`config.mk`:
```
export PLATFORM = sky130hd
export DESIGN_NAME = alu_8bit
export DESIGN_NICKNAME = d
export VERILOG_FILES = /design/src/rtl/alu_8bit.sv
export SDC_FILE = /design/constraint.sdc
export NUM_CORES = 1
export LEC_CHECK = 0
export CORE_MARGIN = 8
export CORE_UTILIZATION = 25
export CTS_CLUSTER_SIZE = 12
export DETAILED_ROUTE_END_ITERATION = 10
export PLACE_DENSITY = 0.37
export RECOVER_POWER = 25
export SLEW_MARGIN = 25
export SYNTH_ARGS = -nofsm -noshare
export SYNTH_HDL_FRONTEND = slang
export SYNTH_SLANG_ARGS = --single-unit
```
`constraint.sdc`:
```
create_clock -name clk -period 0.8 [get_ports clk]
set_clock_uncertainty 0.2 [all_clocks]
set_input_delay 0.16 -clock clk [delete_from_list [all_inputs] [get_ports clk]]
set_output_delay 0.16 -clock clk [all_outputs]
set_load 0.005 [all_outputs]
```
`src/rtl/alu_8bit.sv`:
```
// rtl/alu_8bit.sv - 8-bit, 16-operation ALU with registered result and carry
//
// Purpose:
//   Datapath compute block feeding the result bus. Operands and opcode are
//   sampled on every rising clk edge; result and carry are registered and
//   visible one cycle later. There is no handshake.
//
// Optional build macro:
//   ALU_FLAGS_EN - adds registered Zero and Negative flag outputs.
//
// Ports:
//   clk       in   1  system clock, rising edge
//   rst       in   1  asynchronous active-high reset
//   A         in   8  operand A, unsigned
//   B         in   8  operand B, unsigned
//   ALU_Sel   in   4  operation select
//   ALU_Out   out  8  registered result
//   CarryOut  out  1  registered carry of A+B (reported for every opcode)
//   Zero      out  1  (ALU_FLAGS_EN only) registered ALU_Out == 8'h00
//   Negative  out  1  (ALU_FLAGS_EN only) registered ALU_Out[7]

module alu_8bit (
  input  logic       clk,
  input  logic       rst,
  input  logic [7:0] A,
  input  logic [7:0] B,
  input  logic [3:0] ALU_Sel,
  output logic [7:0] ALU_Out,
`ifdef ALU_FLAGS_EN
  output logic       Zero,
  output logic       Negative,
`endif
  output logic       CarryOut
);

  typedef enum logic [3:0] {
    OP_ADD  = 4'b0000,
    OP_SUB  = 4'b0001,
    OP_MUL  = 4'b0010,
    OP_DIV  = 4'b0011,
    OP_SHL  = 4'b0100,
    OP_SHR  = 4'b0101,
    OP_ROL  = 4'b0110,
    OP_ROR  = 4'b0111,
    OP_AND  = 4'b1000,
    OP_OR   = 4'b1001,
    OP_XOR  = 4'b1010,
    OP_NOR  = 4'b1011,
    OP_NAND = 4'b1100,
    OP_XNOR = 4'b1101,
    OP_GT   = 4'b1110,
    OP_EQ   = 4'b1111
  } alu_op_e;

  logic [8:0]  sum9;
  logic [7:0]  diff8;
  logic [15:0] prod16;
  logic [7:0]  divisor;
  logic [7:0]  quot8;
  logic [7:0]  result_d;
  logic        carry_d;

  logic [7:0]  alu_out_q;
  logic        carry_q;

  // Shared arithmetic terms; every opcode reports the carry of A+B.
  assign sum9   = {1'b0, A} + {1'b0, B};
  assign diff8  = A - B;
  assign prod16 = {8'h00, A} * {8'h00, B};

  // Keep the divider away from a zero divisor so no X ever appears; the
  // divide-by-zero case is replaced by 8'hFF in the result mux.
  assign divisor = (B == 8'h00) ? 8'h01 : B;
  assign quot8   = A / divisor;

  assign carry_d = sum9[8];

  always_comb begin
    result_d = 8'h00;
    case (alu_op_e'(ALU_Sel))
      OP_ADD:  result_d = sum9[7:0];
      OP_SUB:  result_d = diff8;
      OP_MUL:  result_d = prod16[7:0];
      OP_DIV:  result_d = (B == 8'h00) ? 8'hFF : quot8;
      OP_SHL:  result_d = {A[6:0], 1'b0};
      OP_SHR:  result_d = {1'b0, A[7:1]};
      OP_ROL:  result_d = {A[6:0], A[7]};
      OP_ROR:  result_d = {A[0], A[7:1]};
      OP_AND:  result_d = A & B;
      OP_OR:   result_d = A | B;
      OP_XOR:  result_d = A ^ B;
      OP_NOR:  result_d = ~(A | B);
      OP_NAND: result_d = ~(A & B);
      OP_XNOR: result_d = ~(A ^ B);
      OP_GT:   result_d = (A > B) ? 8'h01 : 8'h00;
      OP_EQ:   result_d = (A == B) ? 8'h01 : 8'h00;
      default: result_d = 8'h00;
    endcase
  end

  always_ff @(posedge clk or posedge rst) begin
    if (rst) begin
      alu_out_q <= 8'h00;
      carry_q   <= 1'b0;
    end else begin
      alu_out_q <= result_d;
      carry_q   <= carry_d;
    end
  end

  assign ALU_Out  = alu_out_q;
  assign CarryOut = carry_q;

`ifdef ALU_FLAGS_EN
  logic zero_q;
  logic negative_q;

  // Flags are computed from the next result so they line up with ALU_Out.
  always_ff @(posedge clk or posedge rst) begin
    if (rst) begin
      zero_q     <= 1'b0;
      negative_q <= 1'b0;
    end else begin
      zero_q     <= (result_d == 8'h00);
      negative_q <= result_d[7];
    end
  end

  assign Zero     = zero_q;
  assign Negative = negative_q;
`endif

endmodule

```
# After elaboration in Yosys (flattened, before gate mapping)
# Cells that the tools add are included.
[word_totals] register_bits=9 in_bits=22 output_inout_bits=9 word_cells=36
[op_classes] add_sub_neg=2 n_mul=1 div_mod_pow=1 magnitude_cmp=1 n_eq_ne=16 muxes=5 n_bitwise=6 reduce_logical=2
[ops] cell="8-bit one-hot mux with 16 select lines" count=1
[ops] cell="4-bit == test (second input constant)" count=8
[ops] cell="8-bit inverter" count=3
[ops] cell="4-bit by 3-bit == test with 1-bit output (second input constant)" count=4
[ops] cell="8-bit two-way mux" count=2
[ops] cell="8-bit by 8-bit adder with 9-bit output" count=1
[ops] cell="8-bit AND" count=1
[ops] cell="8-bit by 8-bit divider with 8-bit output" count=1
[ops] cell="4-bit by 2-bit == test with 1-bit output (second input constant)" count=2
[ops] cell="8-bit == test" count=1
[ops] cell="8-bit greater-than comparator" count=1
[ops] cell="8-bit logical NOT" count=1
[ops] cell="8-bit by 8-bit multiplier with 8-bit output" count=1
[ops] cell="8-bit bitwise OR" count=1
[ops] cell="8-bit subtractor" count=1
[ops] cell="8-bit XOR" count=1
[ops] cell="4-bit by 1-bit == test with 1-bit output (second input constant)" count=1
[ops] cell="4-bit logical NOT" count=1
[ops] cell="1-bit two-way mux" count=2

# Logic depth before layout (Yosys ltp)
# Gate-level depths: netlist of the first run.
[depth] word_depth=5 mapped_depth=47 mapped_depth_nobuf=45

# Least setup slack after synthesis of the first run
# OpenSTA, ideal clock, no wires.
[synth_timing] path_type="input -> register" startpoint="input B[3]" endpoint="register alu_out_q[0] (netlist: ALU_Out[0])" setup_time_ns=0.126 arrival_time_ns=9.475 required_ns=0.474 setup_slack_ns=-9.001 cell_stages=42 path_cell_list="buf_2 > nor3_1 > a21oi_1 > ha_1 > o21ai_0 > a2111o_1 > nand2_1 > o21ai_0 > ha_1 > o211ai_1 > nand2_1 > o21ai_0 > a221o_1 > ha_1 > or3_1 > o221ai_1 > or4_1 > nand2_1 > [6 not listed] > nand3b_1 > a21oi_1 > o31ai_1 > o21bai_1 > mux2_2 > ha_1 > and4b_1 > a221oi_1 > o21ai_0 > a221o_1 > or2_2 > o221ai_1 > ha_1 > nand4_1 > nor2_1 > nor3_1 > a31oi_1 > o32a_1"
[synth_between] elab_chain_cells=5 word_cells_on_any_way=9
[synth_lines] element="from (decl)" line_no="26" rtl="input logic [7:0] B,"
[synth_lines] element="8-bit logical NOT" line_no="73, 84"
[synth_lines] element="8-bit two-way mux" line_no="73" rtl="assign divisor = (B == 8'h00) ? 8'h01 : B;"
[synth_lines] element="8-bit by 8-bit divider with 8-bit output" line_no="74" rtl="assign quot8 = A / divisor;"
[synth_lines] element="8-bit two-way mux" line_no="84" rtl="OP_DIV: result_d = (B == 8'h00) ? 8'hFF : quot8;"
[synth_lines] element="8-bit one-hot mux with 16 select lines *" line_no="80" rtl="case (alu_op_e'(ALU_Sel))"
[synth_lines] element="via result_d[0]" line_no="60" rtl="logic [7:0] result_d;"
[synth_lines] element="to (signal assigned)" line_no="106" rtl="alu_out_q <= result_d;"
[synth_lines] element="to (decl)" line_no="63" rtl="logic [7:0] alu_out_q;"
# Mark *: on every way through the listed nets, which the timed path passes. The rest lies on a longest branch.

# Worst setup path in the final report of the first run
[layout_timing] startpoint="input B[4]" endpoint="register alu_out_q[0] (netlist: ALU_Out[0])"
# The elaborated chain is that of the path after synthesis.

==> impl_metrics.tcl, run 1 <==
set metrics [dict create \
    netlist_area_mm2 0.00446 \
    clock-sinks 9 \
    antennaDiodeCount 0 \
    grtUsageTotal_pct 18.1 \
    area_growth_syn_to_layout_pct 74.6 \
    dp_hpwl_mm 16.4 \
    cts_root_buf "clkbuf_16" \
    num_rows 49 \
    worstSetupStartpointType "primary input" \
    async_reset_ff_share_pct 100 \
    io_pins 31 \
    grt_max_degree 26 \
    ys_types 61 \
    hold_ws_ps 166 \
    yosysWarnings 0 \
    grt_pass1_vias 5925 \
    utilization_pct 44.0 \
    post-route-drc-count 0 \
    syn-num-nets 731 \
    p_leak_uw 0.00359 \
    worstMarginPinSlew_ps 427 \
    worstPathMaxFanout 7 \
    setup_ws_ps -8420 \
    max_freq_mhz 109 \
    clk_pin_slew_ps 40 \
    cp_slowest_stage_delay_ps 470 \
    netlist_instances 622 \
    cp_top_family "compound AO/OA/AOI/OAI gates" \
    holdCritPathClass "primary input to asynchronous set/reset pin" \
    die_y_um 150 \
    path_class "primary input to flop" \
    nets 996 \
    ir_drop_mv 0.989 \
    stdcell_count 1115 \
    postSynthAreaPerCell_um2 7.17 \
    cp-end-kind "flop" \
    maxCapViolCount 0 \
    die_w_um 150 \
    hold_viol 0 \
    layout_min_cycle_time_ps 9220 \
    status "finished, violations left" \
    port_buffers 30 \
    grt_overflow 0 \
    slew_headroom_pct 71.2 \
    grt_setup_unrepaired "yes" \
    core_area_mm2 0.0177 \
    slowest_stage "a2111o_1" \
    synth_edf_count 0 \
    ant_nets 0 \
    synthFlopType "dfrtp_1" \
    yosysSeqAreaShare_pct 5.05 \
    cts_buffers 3 \
    setup_viol 18 \
    crit_buf_inv 4 \
    grt_pass1_wl_mm 31.7 \
    dp_slack_ps -9470 \
    num_vias 5566 \
    die_area_mm2 0.0224 \
    start_util_pct 25.2 \
    gp_congestion 0.888 \
    antenna_found_initial 0 \
    drt_wl_total_mm 20.3 \
    fillers 1838 \
    slew_viol_final 0 \
    cts_tree "built" \
    via_per_inst 4.99 \
    wl_per_cell_um 18.2 \
    drtPass1Iterations 5 \
    clockBufferDepth 2 \
    min_period_over_period_pct 1150 \
    worst_ep_arrival_time_ps 9120 \
    required_ps 700 \
    dp.cells 1057 \
    violations "setup timing" \
    drive_above_1_share_pct 45.8 \
    drtIter0Drc 273 \
    path_common_cell "ha_4" \
    synth_seq_cells 9 \
    htreeDepth 1 \
    power_density_mw_per_mm2 1070 \
]
[worst paths after layout]
| kind | startpoint | end | slack, ps | cells after the start |
|---|---|---|---|---|
| setup / recovery | B[4] | ALU_Out[0] | -8420 | 43 |
| hold / removal | rst | ALU_Out[2] | 170 | 3 |
| max in group asynchronous | rst | ALU_Out[5] | 60 | 3 |
| min in group clk | A[0] | ALU_Out[0] | 470 | 6 |
[logic make-up after synthesis]
family,after synthesis,synth area share (%)
AOI/OAI and AO/OA,182,27.8
xor gates and xnor gates,30,5.89
adders and majority gates,87,26.8
buffers and inverters,94,7.96
DFF,9,5.05
muxes,18,4.26
and+or+nand+nor,202,22.2
[flip-flops by register name (all words and copies together) (netlist names)]
| name | flops |
|---|---|
| ALU_Out | 8 |
| CarryOut | 1 |
[cells in the final DEF (no fill, tap or decap), types with 8 or more instances in the layout]
| cell | synthesis | final |
|---|---|---|
| a21oi_4 | 0 | 8 |
| nand2_1 | 56 | 54 |
| buf_4 | 0 | 224 |
| a21oi_1 | 41 | 24 |
| nor3_1 | 15 | 11 |
| ha_1 | 73 | 52 |
| o21ai_0 | 33 | 22 |
| ha_4 | 0 | 18 |
| nand3_1 | 14 | 13 |
| fa_1 | 14 | 10 |
| nor2_1 | 55 | 48 |
| a211oi_1 | 10 | 9 |
| xnor2_1 | 24 | 20 |
| o21a_1 | 11 | 10 |
| buf_6 | 0 | 31 |
| mux2i_1 | 10 | 8 |
| a21o_1 | 8 | 8 |
| dfrtp_1 | 9 | 9 |
| a21oi_2 | 0 | 9 |
| o211ai_1 | 10 | 10 |
| nor2b_1 | 10 | 9 |
| buf_2 | 2 | 13 |
| inv_1 | 66 | 55 |
[layout make-up]
| type | instances | area (µm²) | share of cell area (%) |
|---|---|---|---|
| clock buffers | 4 | 78.8 | 1.01 |
| inverters | 67 | 272 | 3.49 |
| multi-input cells | 519 | 4610 | 59.2 |
| flip-flops and latches | 9 | 225 | 2.89 |
| well taps | 229 | 287 | 3.68 |
| repair buffers | 287 | 2320 | 29.7 |
[synth_stat cells (8+ instances only)]
cell type	count	share of area [%]
o31ai_1	8	1.3
inv_1	66	5.6
nor2b_1	10	1.4
a21o_1	8	1.3
ha_1	73	20
nand2b_1	8	1.1
o22ai_1	8	1.1
a21oi_1	41	4.6
dfrtp_1	9	5.0
fa_1	14	6.3
nand2_1	56	4.7
nand3_1	14	1.6
o21a_1	11	1.9
nor2_1	55	4.6
clkbuf_1	20	1.7
o221ai_1	8	1.6
xnor2_1	24	4.7
nor3_1	15	1.7
o21ai_0	33	3.7
mux2i_1	10	2.2
o211ai_1	10	1.7
a211oi_1	10	1.7
mux2_2	8	2.0
[per-layer routing]
layer	part of all wire [%]	vias up	track usage, %
met3	3.9	44	1.91
met1	44	2617	22.4
met5	0	-	0
met2	49	132	31.9
met4	3.5	0	5.96
li1	-	2773	-
[metrics by stage]
| stage | total power (µW) | setup TNS, ps | cell area, µm² |
|---|---|---|---|
| after floorplan | 3780 | -39170 | 4720 |
| after global placement | 6240 | -51400 | 6690 |
| after detailed placement | 6260 | -52350 | 6690 |
| after CTS | 8030 | -42780 | 7520 |
| after global routing | 9020 | -45270 | 7790 |
| final | 8320 | -42840 | 7790 |
[what timing repair did]
action                                  in CTS  in global routing
hold buffers                                 0                  0
pin swaps                                   55                 35
resized for setup                          176                 67
setup buffers                               44                 14
endpoints found under the setup margin      18                 18
cloned                                       0                  0
[report_power, final]
| part | internal, µW | switching, µW | total [µW] | leakage [µW] |
|---|---|---|---|---|
| sequential | 529 | 13.8 | 542 | 0.000111 |
| combinational | 3580 | 3360 | 6940 | 0.00344 |
| clock | 663 | 184 | 847 | 0.0000382 |
[worst min-delay path, cell delays in order]
cell,delay (ps)
dlygate4sd3_1,530
inv_1,50
clkbuf_2,210
Power figures use the tool's default switching activity.
==> run 2, diff against run 1 <==
ABC_AREA = 1   (was not set)
MAX_ROUTING_LAYER = met4   (was not set)
==> impl_metrics.tcl, run 2 <==
set metrics [dict create \
    status "finished, violations left" \
    violations "setup timing" \
    layout_common_cells "buf_4, nand2_1, inv_1" \
    area_growth_syn_to_layout_pct 89.5 \
    grt_setup_unrepaired "yes" \
    setup_ws_ps -6700 \
    drt_wl_total_mm 19.3 \
    worstPathMaxFanout 7 \
    p_seq_share_pct 5.9 \
    netlist_instances 721 \
    cts_root_buf "clkbuf_16" \
    p_leak_uw 0.00438 \
    slowest_stage "ha_4" \
    drive_above_1_share_pct 53.1 \
    synth.largest_area_cell "ha_1" \
    antennaDiodeCount 0 \
    use_met1_pct 20.9 \
    final_common_cell "buf_4" \
    dp.cells 1178 \
    synth_seq_cells 9 \
    nets 1125 \
    drtPass1Iterations 5 \
    clock-sinks 9 \
    drtIter0Drc 214 \
    synth_top_area_share_pct 20.3 \
    grtUsageTotal_pct 17.5 \
    gr-max-usage-layer "met2" \
    worstMarginPinSlew_ps 640 \
    slew_headroom_pct 57.2 \
    wl_per_cell_um 15.5 \
    synth_most_common_cell "nand2_1" \
    slew_viol_final 0 \
    worstSetupStartpointType "primary input" \
    die_w_um 150 \
    syn-num-nets 830 \
    cp-end-kind "flop" \
    die_area_mm2 0.0225 \
    grt_overflow 0 \
    power_switching_uw 4160 \
    grt_pass1_wl_mm 30.5 \
    port_buffers 30 \
    stdcell_count 1244 \
    grt_pass1_vias 5935 \
    cp_slowest_stage_delay_ps 290 \
    cts_buffers 3 \
    synth_edf_count 0 \
    io_pins 31 \
    cts_tree "built" \
    required_ps 710 \
    p_int_uw 5180 \
    grt.met2_usage_pct 32.3 \
    antenna_found_initial 0 \
    post-route-drc-count 0 \
    clk_pin_slew_ps 40 \
    async_reset_ff_share_pct 100 \
    synthTopCellsByCount "nand2_1, inv_1, ha_1" \
    use_met3_pct 0.721 \
    maxCapViolCount 0 \
    core_area_mm2 0.0178 \
    combPwrFrac_pct 84.8 \
    die_y_um 150 \
    min_period_over_period_pct 938 \
    num_vias 5728 \
    yosysWarnings 0 \
    holdCritPathClass "primary input to asynchronous set/reset pin" \
    clkPwrFrac_pct 9.3 \
    ant_nets 0 \
    worst_ep_arrival_time_ps 7420 \
    yosysSeqAreaShare_pct 5.01 \
    setup_viol 18 \
    fillers 1834 \
    path_class "primary input to flop" \
    via_per_inst 4.60 \
    largest_register_ffs 8 \
    num_rows 49 \
    utilization_pct 47.9 \
    htreeDepth 1 \
    ctsHoldBuffers 0 \
    path_common_cell "nand2_2" \
    grt_max_degree 11 \
    clockBufferDepth 2 \
    layout_min_cycle_time_ps 7500 \
    total_power_uw 9340 \
    dp_hpwl_mm 15.7 \
    start_util_pct 25.3 \
    power_density_mw_per_mm2 1100 \
    postSynthAreaPerCell_um2 6.24 \
    synthFlopType "dfrtp_1" \
    max_freq_mhz 133 \
    netlist_area_mm2 0.00450 \
    gp_congestion 0.878 \
    ys_types 52 \
    placed_cell_area_mm2 0.00712 \
    synthTopCellsByArea "ha_1, nand2_1, inv_1, fa_1, dfrtp_1" \
    hold_viol 0 \
    ir_drop_mv 1.10 \
    fin_area_mm2 0.00852 \
    p_sw_share_pct 44.6 \
]
[run 2: cells by family after synthesis]
| family | Yosys count | synth area share, % |
|---|---|---|
| AND/OR/NAND/NOR | 329 | 33.3 |
| XOR/XNOR | 29 | 5.65 |
| AO/OA/AOI/OAI | 114 | 15.9 |
| flip-flops | 9 | 5.01 |
| buffers and inverters | 153 | 13.7 |
| adder cells (fa/ha/maj) | 87 | 26.5 |
[run 2: critical path, delay by kind of cell]
| kind | cells | cell delay [ps] |
|---|---|---|
| AND/OR/NAND/NOR | 33 | 2760 |
| AO/OA/AOI/OAI | 13 | 1880 |
| adder cells (fa/ha/maj) | 7 | 1800 |
| buffers and inverters | 8 | 660 |
| XOR/XNOR | 1 | 140 |
[run 2: power groups by stage]
stage	registers, µW	logic (µW)	clock network [µW]
floorplan	568	3670	0
global placement	558	6190	0
detailed placement	560	6210	0
CTS	552	7050	891
global route	559	8670	928
finish	550	7920	868
[run 2: repair_timing]
item,in CTS,in global routing
gates resized for setup,211,113
setup buffers,56,15
pin swaps,125,126
cloned,1,0
setup endpoints to repair,18,18
[run 2: final cells by class]
| type | count | area, µm² | share of cell area, % |
|---|---|---|---|
| inverter | 138 | 588 | 6.90 |
| timing repair buffer | 304 | 2450 | 28.8 |
| tap | 229 | 287 | 3.36 |
| sequential | 9 | 225 | 2.64 |
| clock buffer | 4 | 78.8 | 0.925 |
| multi-input combinational | 560 | 4890 | 57.4 |
[run 2: routing by layer]
metal  up-vias  wire (µm)  share of wire, %
met5         -          0                 0
met4         0        393               2.0
met3        18        440               2.3
met2        99      10100                52
met1      2686       8350                43
li1       2925          -                 -
[run 2: metrics by stage]
stage / hold WS, ps / TNS, ps / setup WS, ps
finish: 49.8 / -36000 / -6700
CTS: 46.1 / -37510 / -6770
floorplan: -212 / -31860 / -6660
detailed placement: 286 / -45940 / -7930
global placement: 276 / -45370 / -7820
global route: 84.7 / -38490 / -7220
[run 2: how the worst max path moves through the flow]
stage	from	endpoint	depth (start not counted)	slack [ps]
final	B[3]	ALU_Out[0]	62	-6700
after global routing	B[6]	ALU_Out[0]	60	-7220
after CTS	B[2]	ALU_Out[0]	64	-6770
after detailed placement	B[6]	ALU_Out[0]	61	-7930
after global placement	B[6]	ALU_Out[0]	62	-7820
after floorplan	B[2]	ALU_Out[0]	62	-6660
